File: src/rtl/fifo_pkg.sv
`default_nettype none
// ============================================================================
//  Package     : fifo_pkg
//  Description : Shared types and helpers for the FIFO pointer/flag
//                controller. Provides the per-cycle qualified-operation
//                encoding and a depth helper.
//  Revision    : 1.0 - initial release
// ============================================================================
package fifo_pkg;

  // Qualified operation performed at the next clock edge.
  // Bit 1 = qualified write, bit 0 = qualified read.
  typedef enum logic [1:0] {
    FIFO_NOP = 2'b00,
    FIFO_RD  = 2'b01,
    FIFO_WR  = 2'b10,
    FIFO_RW  = 2'b11
  } fifo_op_t;

  // Number of storage entries addressed by 'aw' address bits.
  function automatic int unsigned depth(input int unsigned aw);
    return 32'd1 << aw;
  endfunction

endpackage : fifo_pkg
`default_nettype wire

File: src/rtl/fifo_ctrl.sv
`default_nettype none
// ============================================================================
//  Module      : fifo_ctrl
//  Description : Pointer/flag controller for a register-file FIFO. Produces
//                the storage write strobe and read/write addresses plus
//                full/empty status. Storage read is combinational from
//                r_addr, so the head word is valid whenever empty is low.
//
//  Ports
//    clk      in   1             system clock, rising edge
//    reset_n  in   1             asynchronous active-low reset
//    wr       in   1             producer push request
//    rd       in   1             consumer pop request
//    wr_en    out  1             storage write strobe (qualified push)
//    w_addr   out  ADDR_WIDTH    storage write address
//    r_addr   out  ADDR_WIDTH    storage read address (head)
//    full     out  1             no free entry
//    empty    out  1             no valid entry
//    level    out  ADDR_WIDTH+1  occupancy 0..depth (FIFO_CTRL_LEVEL_EN only)
//
//  Build options
//    FIFO_CTRL_LEVEL_EN : adds the registered 'level' occupancy output.
//
//  Revision    : 1.0 - initial release
// ============================================================================
module fifo_ctrl
  import fifo_pkg::*;
#(
  parameter int unsigned ADDR_WIDTH = 2
) (
  input  logic                  clk,
  input  logic                  reset_n,
  input  logic                  wr,
  input  logic                  rd,
  output logic                  wr_en,
  output logic [ADDR_WIDTH-1:0] w_addr,
  output logic [ADDR_WIDTH-1:0] r_addr,
  output logic                  full,
  output logic                  empty
`ifdef FIFO_CTRL_LEVEL_EN
  ,
  output logic [ADDR_WIDTH:0]   level
`endif
);

  localparam logic [ADDR_WIDTH:0] c_ptr_one = (ADDR_WIDTH+1)'(1);
  localparam logic [ADDR_WIDTH:0] c_depth   = (ADDR_WIDTH+1)'(depth(ADDR_WIDTH));

  // Pointers carry one extra wrap bit so that full and empty can be told
  // apart when the address bits are equal.
  logic [ADDR_WIDTH:0] w_ptr_q, w_ptr_d;
  logic [ADDR_WIDTH:0] r_ptr_q, r_ptr_d;

  logic     do_wr;
  logic     do_rd;
  fifo_op_t op;

  // --------------------------------------------------------------------------
  // Flags from registered pointers
  // --------------------------------------------------------------------------
  assign empty = (w_ptr_q == r_ptr_q);
  assign full  = (w_ptr_q[ADDR_WIDTH-1:0] == r_ptr_q[ADDR_WIDTH-1:0]) &&
                 (w_ptr_q[ADDR_WIDTH]     != r_ptr_q[ADDR_WIDTH]);

  assign w_addr = w_ptr_q[ADDR_WIDTH-1:0];
  assign r_addr = r_ptr_q[ADDR_WIDTH-1:0];

  // --------------------------------------------------------------------------
  // Operation qualification
  // A write into a full FIFO is accepted when a pop happens on the same edge:
  // the head slot (r_addr == w_addr) is read combinationally before the edge
  // overwrites it. A read from an empty FIFO is ignored, and there is no
  // bypass of a same-cycle write to the read side.
  // --------------------------------------------------------------------------
  assign do_wr = wr && (!full || rd);
  assign do_rd = rd && !empty;
  assign wr_en = do_wr;

  assign op = fifo_op_t'({do_wr, do_rd});

  // --------------------------------------------------------------------------
  // Pointer next-state
  // --------------------------------------------------------------------------
  always_comb begin
    w_ptr_d = w_ptr_q;
    r_ptr_d = r_ptr_q;
    case (op)
      FIFO_WR: w_ptr_d = w_ptr_q + c_ptr_one;
      FIFO_RD: r_ptr_d = r_ptr_q + c_ptr_one;
      FIFO_RW: begin
        w_ptr_d = w_ptr_q + c_ptr_one;
        r_ptr_d = r_ptr_q + c_ptr_one;
      end
      default: begin
        w_ptr_d = w_ptr_q;
        r_ptr_d = r_ptr_q;
      end
    endcase
  end

  always_ff @(posedge clk or negedge reset_n) begin
    if (!reset_n) begin
      w_ptr_q <= '0;
      r_ptr_q <= '0;
    end else begin
      w_ptr_q <= w_ptr_d;
      r_ptr_q <= r_ptr_d;
    end
  end

`ifdef FIFO_CTRL_LEVEL_EN
  // --------------------------------------------------------------------------
  // Occupancy counter. Kept as its own register so 'level' is a clean flop
  // output; it tracks w_ptr - r_ptr by construction.
  // --------------------------------------------------------------------------
  logic [ADDR_WIDTH:0] level_q, level_d;

  always_comb begin
    level_d = level_q;
    case (op)
      FIFO_WR: level_d = level_q + c_ptr_one;
      FIFO_RD: level_d = level_q - c_ptr_one;
      default: level_d = level_q;
    endcase
  end

  always_ff @(posedge clk or negedge reset_n) begin
    if (!reset_n) begin
      level_q <= '0;
    end else begin
      level_q <= level_d;
    end
  end

  assign level = level_q;

  always @(posedge clk) begin
    if (reset_n) begin
      assert (level_q == (w_ptr_q - r_ptr_q));
      assert (level_q <= c_depth);
    end
  end
`endif

  // Full and empty are mutually exclusive whenever the pointers are sane.
  always @(posedge clk) begin
    if (reset_n) begin
      assert (!(full && empty));
      assert ((w_ptr_q - r_ptr_q) <= c_depth);
    end
  end

endmodule : fifo_ctrl
`default_nettype wire

File: config.mk
export PLATFORM = sky130hd
export DESIGN_NAME = fifo_ctrl
export DESIGN_NICKNAME = d
export VERILOG_FILES = /design/src/rtl/fifo_pkg.sv /design/src/rtl/fifo_ctrl.sv
export SDC_FILE = /design/constraint.sdc
export NUM_CORES = 1
export LEC_CHECK = 0
export CAP_MARGIN = 20
export CORE_AREA = 2 2 39 41
export DETAILED_ROUTE_END_ITERATION = 6
export DIE_AREA = 0 0 41 43
export PLACE_DENSITY = 0.63
export SLEW_MARGIN = 0
export SYNTH_ARGS = -nofsm -noshare
export SYNTH_HDL_FRONTEND = slang
export SYNTH_SLANG_ARGS = --single-unit
File: constraint.sdc
create_clock -name clk -period 1.7 [get_ports clk]
set_input_delay 0.34 -clock clk [delete_from_list [all_inputs] [get_ports clk]]
set_output_delay 0.34 -clock clk [all_outputs]
set_load 0.02 [all_outputs]
==> flow_summary.ini <==
[pwr]
power_density_nw_per_um2 = 2400
finalPower_mw = 1.46
p_leak_nw = 0.287
peakVddDrop_mv = 1.04

[cells_and_area]
drive_gt1_share_pct = 42.9
fin_area_um2 = 609
layout.cells.non_filler = 72
num_antenna_cells = 0
area_growth_pct = 46.2
finalNetCount = 64

[sta]
fin_worst_skew_ns = 0.000600
rsz0062_at_grt = yes
period_share_pct = 104
finalWorstSetupSlack_ns = -0.0759
slew-limit-headroom_pct = 78.9
min_period_ns = 1.78
maxSlewViolCount = 0
whs_ns = 0.354
setup_violations = 3
tightest_slew_ns = 0.315
hold_viol = 0
max_freq_mhz = 563

[global_route]
grt_start_max_net_pins = 7
overflow = 0
grt_usage_pct = 12.6
grt_pass1_vias = 360
grt_pass1_wl_mm = 1.37
grt_antenna_before_repair = 0

[run]
max_cap_violations = 0

[clock_network]
post_cts_buffers = 0
tritoncts = yes
cts_buffer_depth = 2
root_buffer = clkbuf_4
clkSinkCount = 6
htree_levels = 1
cts.clk_slew.worst_paths_ns = 0.05
clkLatencyLatePin_ns = 0.24
hold_buffers = 0
cts_buffers = 3

[critical_path]
cp.required_ns = 1.36
cp-end-kind = primary output
r2r_cells = 5
crit_arrival_ns = 1.44
r2r_end = r_ptr_q[1]
rrSetupSlack_ns = 0.09
crit_fanout = 2
start_kind = flip-flop
r2r-start = r_ptr_q[2]
critPathKind = flip-flop to primary output

[logic_synthesis]
netlist_instances = 36
synth.distinct_cells = 19
synth-seq-area-share_pct = 36.0
avgSynthCellArea_um2 = 11.6
ys_warn_count = 0
synth.top_cell.area_share_pct = 36.0
synth_fp_nets = 42
yosys.area.top_type = dfrtp_1
synthTopCellsByArea = dfrtp_1 36%, xor2_2 7.8%, buf_4 7.2%
syn_area_um2 = 417
ys_ff_latch = 6

[min_path]
hp-class = input port to asynchronous set/reset pin

[routing]
wl_per_cell_um = 11.4
wl_met3_um = 29
drtIter0Drc = 1
wl_met2_um = 429
vias_per_cell = 4.44
wl_um = 818
drt_pass1_iterations = 2
wl_met1_um = 340
drc_errors = 0
highest_layer = met4
ant_nets = 0
vias = 320

[placed_design]
port_buffers = 10
place_congestion = 0.660
hpwl_um = 709
placedInstanceArea_um2 = 597
place_inst = 70

[floorplan]
core_um2 = 1380
ios = 11
die_w_um = 41
rows = 14
dieArea_um2 = 1760
start_util_pct = 30.1
die_h_um = 43

[run_status]
violations = setup timing
outcome = finished, violations left
## synth_stat cells
cell type,instances
o31ai_1,2
o31a_1,1
ha_1,2
nor3_1,1
mux2_1,1
xnor2_1,3
mux2_4,1
o41ai_4,1
xor2_2,2
or2_2,1
dfrtp_1,6
inv_1,1
buf_4,4
xor2_1,1
nor4b_1,1
o21a_1,1
nand2_1,4
nor2_1,2
o31ai_2,1
## worst max-delay path, cell delays in order, from the launching register on
cell     delay, ns
dfrtp_1       0.41
xnor2_2       0.18
o41ai_4       0.38
inv_1         0.09
buf_6         0.14
## final cells by class
cell class | count | area [µm²]
fillers | 151 | 774
clock buffers | 3 | 22.5
flip-flops and latches | 6 | 150
repair buffers | 21 | 173
multi-input cells | 25 | 240
well taps | 16 | 20.0
inverters | 1 | 3.75
## placed cells by master, fill, tap and decap left out, drive strengths merged, types with 2 or more instances in the layout
cell type,count
nand2,4
buf,14
xor2,3
dfrtp,6
dlygate4sd2,5
o31ai,3
ha,2
xnor2,3
nor2,2
clkbuf,3
clkdlybuf4s50,2
mux2,2
## worst max-delay path by stage
| stage | startpoint | end | slack [ns] | cells after the start |
|---|---|---|---|---|
| 2_1_floorplan | r_ptr_q[1] | empty | 0.09 | 3 |
| 3_3_place_gp | rd | wr_en | -0.44 | 4 |
| 3_5_place_dp | rd | wr_en | -0.49 | 4 |
| 4_1_cts | r_ptr_q[0] | wr_en | -0.09 | 4 |
| 5_1_grt | r_ptr_q[2] | wr_en | -0.13 | 4 |
| 6_report | r_ptr_q[2] | wr_en | -0.08 | 4 |
## per-layer routing
| layer | GRT usage (%) | vias to the layer above |
|---|---|---|
| met1 | 12.5 | 148 |
| met3 | 3.14 | 2 |
| li1 | - | 161 |
| met4 | 10.0 | 0 |
| met5 | 0 | - |
| met2 | 20.3 | 9 |
## per-stage QoR
stage / utilization [%] / worst slack (ns) / TNS (ns)
2_1_floorplan: - / 0.0908 / 0
3_3_place_gp: 43.1 / -0.442 / -1.03
3_5_place_dp: 43.1 / -0.486 / -1.17
4_1_cts: 44.0 / -0.0895 / -0.240
5_1_grt: 44.0 / -0.127 / -0.337
6_report: 44.0 / -0.0759 / -0.182
## sequential cells by signal (all words and copies together) (netlist names)
name,count
w_ptr_q,3
r_ptr_q,3
## logic make-up after synthesis
family	Yosys count	share of synthesized area [%]
AOI/OAI and AO/OA	6	17.1
xor gates and xnor gates	6	16.2
adders and majority gates	2	6.01
buffers and inverters	5	8.11
DFF	6	36.0
muxes	2	6.31
and+or+nand+nor	9	10.2
## report_power, final
part | total [mW] | internal [mW] | switching [mW]
clock | 0.128 | 0.0797 | 0.0487
sequential | 0.295 | 0.221 | 0.0743
combinational | 1.04 | 0.527 | 0.513
total | 1.46 | 0.827 | 0.636
## repair_timing
item	4_1_cts	5_1_grt
resized for setup	22	0
cloned	0	0
pin swaps	4	1
setup endpoints to repair	6	3
Note: power is estimated with default switching activity, not from simulation.
